## config.mk

```make
export PLATFORM = sky130hd
export DESIGN_NAME = mem_access_unit
export DESIGN_NICKNAME = d
export VERILOG_FILES = /design/src/rtl/mem_access_unit_pkg.sv /design/src/rtl/mem_lane_align.sv /design/src/rtl/mem_access_unit.sv
export SDC_FILE = /design/constraint.sdc
export NUM_CORES = 1
export LEC_CHECK = 0
export CAP_MARGIN = 20
export CORE_AREA = 2 2 137 139
export DETAILED_ROUTE_END_ITERATION = 10
export DIE_AREA = 0 0 139 141
export PLACE_DENSITY = 0.86
export REMOVE_ABC_BUFFERS = 1
export SLEW_MARGIN = 10
export SYNTH_ARGS = -nofsm -noshare
export SYNTH_HDL_FRONTEND = slang
export SYNTH_SLANG_ARGS = --single-unit
```

## constraint.sdc

```tcl
create_clock -name clk -period 2.5 [get_ports clk]
set_input_delay 0.5 -clock clk [delete_from_list [all_inputs] [get_ports clk]]
set_output_delay 0.5 -clock clk [all_outputs]
set_load 0.1 [all_outputs]
```

## src/rtl/mem_access_unit_pkg.sv

```systemverilog
// Shared definitions for the data-memory access unit: memory aluop codes,
// FSM state encoding, chip/write enable levels, byte-lane select patterns
// and small op-classification helpers.
package mem_access_unit_pkg;

  localparam logic [7:0] OP_LB  = 8'b1110_0000;
  localparam logic [7:0] OP_LH  = 8'b1110_0001;
  localparam logic [7:0] OP_LW  = 8'b1110_0011;
  localparam logic [7:0] OP_LBU = 8'b1110_0100;
  localparam logic [7:0] OP_LHU = 8'b1110_0101;
  localparam logic [7:0] OP_SB  = 8'b1110_1000;
  localparam logic [7:0] OP_SH  = 8'b1110_1001;
  localparam logic [7:0] OP_SW  = 8'b1110_1011;
  localparam logic [7:0] OP_LL  = 8'b1111_0000;
  localparam logic [7:0] OP_SC  = 8'b1111_1000;

  typedef enum logic [1:0] {
    ST_IDLE   = 2'd0,
    ST_ACCESS = 2'd1,
    ST_DONE   = 2'd2
  } mau_state_t;

  typedef enum logic [1:0] {
    SZ_NONE = 2'd0,
    SZ_BYTE = 2'd1,
    SZ_HALF = 2'd2,
    SZ_WORD = 2'd3
  } mau_size_t;

  localparam logic CHIP_ENABLE   = 1'b1;
  localparam logic CHIP_DISABLE  = 1'b0;
  localparam logic WRITE_ENABLE  = 1'b1;
  localparam logic WRITE_DISABLE = 1'b0;

  localparam logic [3:0] SEL_NONE    = 4'b0000;
  localparam logic [3:0] SEL_BYTE0   = 4'b1000;  // bits 31:24 (big-endian byte 0)
  localparam logic [3:0] SEL_HI_HALF = 4'b1100;
  localparam logic [3:0] SEL_LO_HALF = 4'b0011;
  localparam logic [3:0] SEL_WORD    = 4'b1111;

  function automatic mau_size_t op_size(input logic [7:0] op);
    case (op)
      OP_LB, OP_LBU, OP_SB:       return SZ_BYTE;
      OP_LH, OP_LHU, OP_SH:       return SZ_HALF;
      OP_LW, OP_SW, OP_LL, OP_SC: return SZ_WORD;
      default:                    return SZ_NONE;
    endcase
  endfunction

  function automatic logic is_load(input logic [7:0] op);
    return (op == OP_LB) || (op == OP_LBU) || (op == OP_LH) ||
           (op == OP_LHU) || (op == OP_LW) || (op == OP_LL);
  endfunction

  function automatic logic is_store(input logic [7:0] op);
    return (op == OP_SB) || (op == OP_SH) || (op == OP_SW) || (op == OP_SC);
  endfunction

  function automatic logic is_signed_load(input logic [7:0] op);
    return (op == OP_LB) || (op == OP_LH);
  endfunction

endpackage

```

## src/rtl/mem_lane_align.sv

```systemverilog
// Combinational big-endian lane alignment for the data-memory port.
//   op         : memory aluop
//   addr_lo    : byte offset within the word
//   wdata      : right-justified store data
//   rdata      : raw word read from RAM
//   sel        : byte lane select
//   store_data : store data replicated across lanes
//   load_data  : selected lane, sign/zero-extended
//   adel/ades  : misaligned load / store
module mem_lane_align
  import mem_access_unit_pkg::*;
(
  input  logic [7:0]  op,
  input  logic [1:0]  addr_lo,
  input  logic [31:0] wdata,
  input  logic [31:0] rdata,
  output logic [3:0]  sel,
  output logic [31:0] store_data,
  output logic [31:0] load_data,
  output logic        adel,
  output logic        ades
);

  logic       misalign;
  logic       sext;
  logic [7:0]  byte_v;
  logic [15:0] half_v;

  always_comb begin
    sel        = SEL_NONE;
    store_data = '0;
    load_data  = '0;
    misalign   = 1'b0;
    sext       = is_signed_load(op);
    byte_v     = '0;
    half_v     = '0;
    case (op_size(op))
      SZ_BYTE: begin
        sel        = SEL_BYTE0 >> addr_lo;
        store_data = {4{wdata[7:0]}};
        case (addr_lo)
          2'b00:   byte_v = rdata[31:24];
          2'b01:   byte_v = rdata[23:16];
          2'b10:   byte_v = rdata[15:8];
          default: byte_v = rdata[7:0];
        endcase
        load_data = {{24{sext & byte_v[7]}}, byte_v};
      end
      SZ_HALF: begin
        misalign   = addr_lo[0];
        sel        = addr_lo[1] ? SEL_LO_HALF : SEL_HI_HALF;
        store_data = {2{wdata[15:0]}};
        half_v     = addr_lo[1] ? rdata[15:0] : rdata[31:16];
        load_data  = {{16{sext & half_v[15]}}, half_v};
      end
      SZ_WORD: begin
        misalign   = (addr_lo != 2'b00);
        sel        = SEL_WORD;
        store_data = wdata;
        load_data  = rdata;
      end
      default: ;
    endcase
  end

  assign adel = misalign & is_load(op);
  assign ades = misalign & is_store(op);

endmodule

```

## src/rtl/mem_access_unit.sv

```systemverilog
// MEM-stage initiator for the data RAM. Accepts one load/store from the
// pipeline, drives ce/we/addr/sel/data for WAIT_STATES+1 cycles, returns
// aligned/extended load data or SC status with a one-cycle done pulse, and
// keeps the LL/SC link bit.
//   clk, rst           : clock, synchronous active-high reset
//   req_i/aluop_i/...  : request from pipeline (sampled in IDLE)
//   llbit_clr_i        : clear link bit
//   stall_req_o        : hold pipeline while an access is in flight
//   done_o, wreg_o, wd_o, rdata_o, adel_o, ades_o : completion (valid in DONE)
//   mem_*              : RAM port
module mem_access_unit
  import mem_access_unit_pkg::*;
#(
  parameter int unsigned WAIT_STATES      = 0,
  parameter bit          LLBIT_ADDR_CHECK = 1'b1
) (
  input  logic        clk,
  input  logic        rst,
  input  logic        req_i,
  input  logic [7:0]  aluop_i,
  input  logic [31:0] addr_i,
  input  logic [31:0] wdata_i,
  input  logic [4:0]  wd_i,
  input  logic        llbit_clr_i,
  output logic        stall_req_o,
  output logic        done_o,
  output logic        wreg_o,
  output logic [4:0]  wd_o,
  output logic [31:0] rdata_o,
  output logic        adel_o,
  output logic        ades_o,
  output logic        mem_ce_o,
  output logic        mem_we_o,
  output logic [31:0] mem_addr_o,
  output logic [3:0]  mem_sel_o,
  output logic [31:0] mem_data_o,
  input  logic [31:0] mem_data_i
);

  mau_state_t state_q, state_d;
  logic [3:0]  cnt_q;
  logic [7:0]  op_q;
  logic [31:0] addr_q;
  logic [31:0] wdata_q;
  logic [4:0]  wd_q;
  logic        sc_ok_q;
  logic        wreg_q;
  logic        adel_q;
  logic        ades_q;
  logic [31:0] rdata_q;
  logic        llbit_q;
  logic [31:0] llbit_addr_q;

  logic [7:0]  al_op;
  logic [1:0]  al_addr_lo;
  logic [31:0] al_wdata;
  logic [3:0]  al_sel;
  logic [31:0] al_store;
  logic [31:0] al_load;
  logic        al_adel;
  logic        al_ades;

  logic in_idle, in_access, in_done, last_access, sc_ok_now, do_write;

  assign in_idle     = (state_q == ST_IDLE);
  assign in_access   = (state_q == ST_ACCESS);
  assign in_done     = (state_q == ST_DONE);
  assign last_access = in_access & (cnt_q == 4'(WAIT_STATES));

  // One aligner serves both phases: live request fields in IDLE (for the
  // misalign decision) and latched fields during ACCESS.
  assign al_op      = in_idle ? aluop_i      : op_q;
  assign al_addr_lo = in_idle ? addr_i[1:0]  : addr_q[1:0];
  assign al_wdata   = in_idle ? wdata_i      : wdata_q;

  mem_lane_align u_align (
    .op         (al_op),
    .addr_lo    (al_addr_lo),
    .wdata      (al_wdata),
    .rdata      (mem_data_i),
    .sel        (al_sel),
    .store_data (al_store),
    .load_data  (al_load),
    .adel       (al_adel),
    .ades       (al_ades)
  );

  assign sc_ok_now = llbit_q & (!LLBIT_ADDR_CHECK || (addr_i == llbit_addr_q));
  assign do_write  = last_access & is_store(op_q) & ((op_q != OP_SC) | sc_ok_q);

  always_comb begin
    state_d     = state_q;
    stall_req_o = 1'b0;
    case (state_q)
      ST_IDLE: begin
        if (req_i) begin
          stall_req_o = 1'b1;
          state_d     = (al_adel | al_ades) ? ST_DONE : ST_ACCESS;
        end
      end
      ST_ACCESS: begin
        stall_req_o = 1'b1;
        if (last_access) state_d = ST_DONE;
      end
      ST_DONE:  state_d = ST_IDLE;
      default:  state_d = ST_IDLE;
    endcase
  end

  // Enables are gated by rst so nothing is committed on a reset edge.
  assign mem_ce_o   = (in_access & !rst) ? CHIP_ENABLE  : CHIP_DISABLE;
  assign mem_we_o   = (do_write  & !rst) ? WRITE_ENABLE : WRITE_DISABLE;
  assign mem_addr_o = in_access ? {addr_q[31:2], 2'b00} : '0;
  assign mem_sel_o  = in_access ? al_sel   : SEL_NONE;
  assign mem_data_o = in_access ? al_store : '0;

  assign done_o  = in_done;
  assign wreg_o  = in_done & wreg_q;
  assign wd_o    = in_done ? wd_q    : '0;
  assign rdata_o = in_done ? rdata_q : '0;
  assign adel_o  = in_done & adel_q;
  assign ades_o  = in_done & ades_q;

  always_ff @(posedge clk) begin
    if (rst) begin
      state_q      <= ST_IDLE;
      cnt_q        <= '0;
      op_q         <= '0;
      addr_q       <= '0;
      wdata_q      <= '0;
      wd_q         <= '0;
      sc_ok_q      <= 1'b0;
      wreg_q       <= 1'b0;
      adel_q       <= 1'b0;
      ades_q       <= 1'b0;
      rdata_q      <= '0;
      llbit_q      <= 1'b0;
      llbit_addr_q <= '0;
    end else begin
      state_q <= state_d;
      case (state_q)
        ST_IDLE: begin
          if (req_i) begin
            op_q    <= aluop_i;
            addr_q  <= addr_i;
            wdata_q <= wdata_i;
            wd_q    <= wd_i;
            cnt_q   <= '0;
            sc_ok_q <= (aluop_i == OP_SC) & sc_ok_now;
            adel_q  <= al_adel;
            ades_q  <= al_ades;
            rdata_q <= '0;
            wreg_q  <= !(al_adel | al_ades) & (is_load(aluop_i) | (aluop_i == OP_SC));
          end
        end
        ST_ACCESS: begin
          if (!last_access) begin
            cnt_q <= cnt_q + 4'd1;
          end else if (is_load(op_q)) begin
            rdata_q <= al_load;
          end else if (op_q == OP_SC) begin
            rdata_q <= {31'b0, sc_ok_q};
          end
        end
        ST_DONE: begin
          if (op_q == OP_LL && !adel_q) begin
            llbit_q      <= 1'b1;
            llbit_addr_q <= addr_q;
          end else if (op_q == OP_SC && sc_ok_q) begin
            llbit_q <= 1'b0;
          end
        end
        default: ;
      endcase
      // Placed last so an external clear overrides an LL completing now.
      if (llbit_clr_i) llbit_q <= 1'b0;
    end
  end

endmodule

```

==> qor.yml <==
outcome:
  outcome: "complete, but fails checks"
  violations: "setup timing"
clock_tree:
  cts_sinks: 152
  h-tree-depth: 4
  holdBufCountCts: 0
  cts-root-buf: "clkbuf_16"
  cts_max_path_buffers: 2
  clk_pin_slew_ns: 0.07
  cts_tree: "done"
  clk_latency_ns: 0.43
  numCtsBuffers: 17
placed_design:
  dpl_worst_slack_ns: -0.722
  post_dp_cell_area_um2: 11900
  post-place-cells: 1370
  hpwl_um: 19000
  io_buffers: 222
  place.gp.congestion: 0.905
layout:
  nNetsFinal: 1302
  fin_area_um2: 13400
  num_antenna_cells: 0
  mostFrequentLayoutCells: "dfxtp_1 (150), nand2_1 (124), buf_12 (117)"
  layout.cells.non_filler: 1434
  final_common_cell: "dfxtp_1"
  drive_gt1_share_pct: 35.8
  area_delta_synth_final_pct: 73.8
timing:
  clock.fmax_ghz: 0.318
  period_share_pct: 126
  rsz0062_at_grt: "yes"
  relSlewSlack_pct: 59.7
  finalHoldViolCount: 0
  tightestPinTransition_ns: 0.604
  fin_ws_ns: -0.649
  drv_slew: 0
  setup_viol: 72
  skew_ns: 0.0119
  period_needed_ns: 3.15
worst_setup_path:
  critPathMaxStageDelay_ns: 0.39
  start_kind: "flip-flop"
  critPathKind: "flip-flop to output port"
  crit_arrival_ns: 2.65
  r2r_end: "rdata_q[28]$_SDFFE_PP0P_"
  endpoint_kind: "output port"
  cp_slowest_cell: "a2111oi_4"
  r2r_slack_ns: -0.28
  reg2reg_depth: 10
  crit_fanout: 4
  cp-startpoint: "state_q[1]$_SDFFE_PP0P_"
  cpMostUsedCell: "buf_6"
  rr_startpoint: "state_q[1]$_SDFFE_PP0P_"
  required_ns: 2.00
  cp_cell_sequence: "buf_6 > buf_6 > o22a_1 > buf_6 > a2111oi_4 > buf_4 > and2_1 > a31oi_2 > nor2b_4 > buf_12"
worst_hold_path:
  hold_path_depth: 2
  min_to: "llbit_addr_q[13]$_SDFFE_PP0P_"
  hold_path_class: "flip-flop to flip-flop"
  hp-start: "llbit_addr_q[13]$_SDFFE_PP0P_"
yosys:
  synth_seq_area_share_pct: 39.4
  synth.distinct_cells: 81
  ys_ff_latch: 152
  netlist_area_um2: 7720
  yosys_warnings: 0
  async_reset_ff_share_pct: 0
  postSynthAreaPerCell_um2: 8.76
  synth-main-ff-cell: "dfxtp_1"
  syn_inst: 881
  synth-edff-count: 0
detailed_routing:
  wire_per_inst_um: 21.4
  firstDrtPassIters: 7
  vias: 8627
  drt_drc_violations_left: 0
  final_antenna_net_count: 0
  vias_per_cell: 6.02
  totalWireLength_um: 30700
  drtIter0Drc: 705
power_and_ir_drop:
  total_power_mw: 6.67
  leakagePower_nw: 5.24
  peakVddDrop_mv: 0.436
  powerDensity_nw_per_um2: 497
global_routing:
  overflow: 0
  grt_max_degree: 48
  grt_pass1_wl_um: 44400
  antenna_found_initial: 0
  grt_pass1_vias: 8260
  grt_util_all_layers_pct: 27.9
die:
  start_util_pct: 42.2
  die_h_um: 141
  fp.coreArea_um2: 18300
  io_pins: 225
  core.rowCount: 50
  die-area_um2: 19600
  die_w_um: 139
run:
  maxCapViolations: 0
## flip-flops by register name, indices dropped and copies added, names as in the netlist
| register | flops |
|---|---|
| cnt_q | 4 |
| adel_q | 1 |
| op_q | 8 |
| wd_q | 5 |
| state_q | 2 |
| wdata_q | 32 |
| sc_ok_q | 1 |
| addr_q | 32 |
| llbit_q | 1 |
| llbit_addr_q | 32 |
| wreg_q | 1 |
| rdata_q | 32 |
| ades_q | 1 |
## how the worst max path moves through the flow
stage	endpoint	slack, ns	cells after the start
3_3_place_gp	mem_sel_o[1]	-0.72	8
5_1_grt	mem_data_o[30]	-0.74	8
4_1_cts	mem_data_o[25]	-0.58	9
6_report	mem_sel_o[1]	-0.65	10
2_1_floorplan	sc_ok_q$_SDFFE_PP0P_	-3.02	6
3_5_place_dp	mem_data_o[25]	-0.72	8
## cells by family (layout without fill, tap and decap cells)
family                   after synthesis  count (layout)  synth area share [%]
buffers and inverters                 75             391                  4.78
other                                  1               2                0.0486
multiplexers                          19              19                  2.71
AND/OR/NAND/NOR                      331             332                  21.9
AO/OA/AOI/OAI                        267             268                  26.9
XOR/XNOR                              34              34                  3.86
adder cells (fa/ha/maj)                2               2                 0.324
flip-flops                           152             152                  39.4
## synth_stat cells (all sizes together), types with 4 or more instances
library cell | n | area [um2]
dfxtp | 152 | 3040
nand2 | 128 | 483
and2 | 83 | 519
a22o | 77 | 674
a21oi | 76 | 380
nor2 | 54 | 226
clkbuf | 44 | 165
xor2 | 27 | 236
buf | 24 | 178
a221o | 16 | 160
o21ai | 16 | 87.6
mux2i | 13 | 130
nor4 | 10 | 68.8
o211ai | 10 | 75.1
nor2b | 9 | 56.3
nor3 | 9 | 45.0
o31a | 9 | 78.8
a22oi | 8 | 60.1
nand3 | 8 | 45.0
a2111oi | 7 | 86.3
inv | 7 | 26.3
xnor2 | 7 | 61.3
or2 | 6 | 37.5
a32o | 5 | 50.1
mux2 | 5 | 56.3
nand4 | 5 | 37.5
o21a | 5 | 38.8
a211oi | 4 | 30.0
a222oi | 4 | 40.0
and3 | 4 | 25.0
o31ai | 4 | 48.8
## what timing repair did
action / CTS / global route
gates resized for setup: 126 / 60
pin swaps: 66 / 34
setup buffers: 19 / 7
endpoints found under the setup margin: 121 / 141
cloned: 5 / 3
## cell type report
class	count	area (um2)
flip-flops and latches	152	3050
clock buffers	17	425
clock inverters	15	179
repair buffers	352	4550
fillers	1128	4860
well taps	234	293
inverters	7	26.3
multi-input cells	657	4880
## routing by layer
metal  wire length, um  track usage [%]  vias to the layer above
met5                 0                0                        -
met4              1570             11.6                        0
li1                  -                -                     3811
met1             11700             34.9                     4103
met3              2570             6.25                      144
met2             14900             46.8                      569
## stage by stage
stage | hold slack, ns | util [%] | TNS [ns]
detailed placement | 0.452 | 64.9 | -35.29
finish | 0.467 | 73.4 | -25.24
CTS | 0.467 | 71.6 | -22.10
global placement | 0.425 | 64.9 | -33.29
floorplan | 0.411 | - | -528.68
global route | 0.473 | 73.4 | -33.66
## worst max-delay path, delay by kind of cell, from the launching register on
kind / cells / cell delay [ns]
and+or+nand+nor: 2 / 0.36
buffers and inverters: 5 / 0.76
AOI/OAI and AO/OA: 3 / 0.74
DFF: 1 / 0.37
## where the power goes
part           switching [mW]  leakage, nW  internal (mW)
sequential             0.0828         1.24           2.51
clock                    1.17        0.297           1.52
combinational           0.733         3.70          0.643
total                    1.99         5.24           4.68
(Power assumes the default switching activity.)
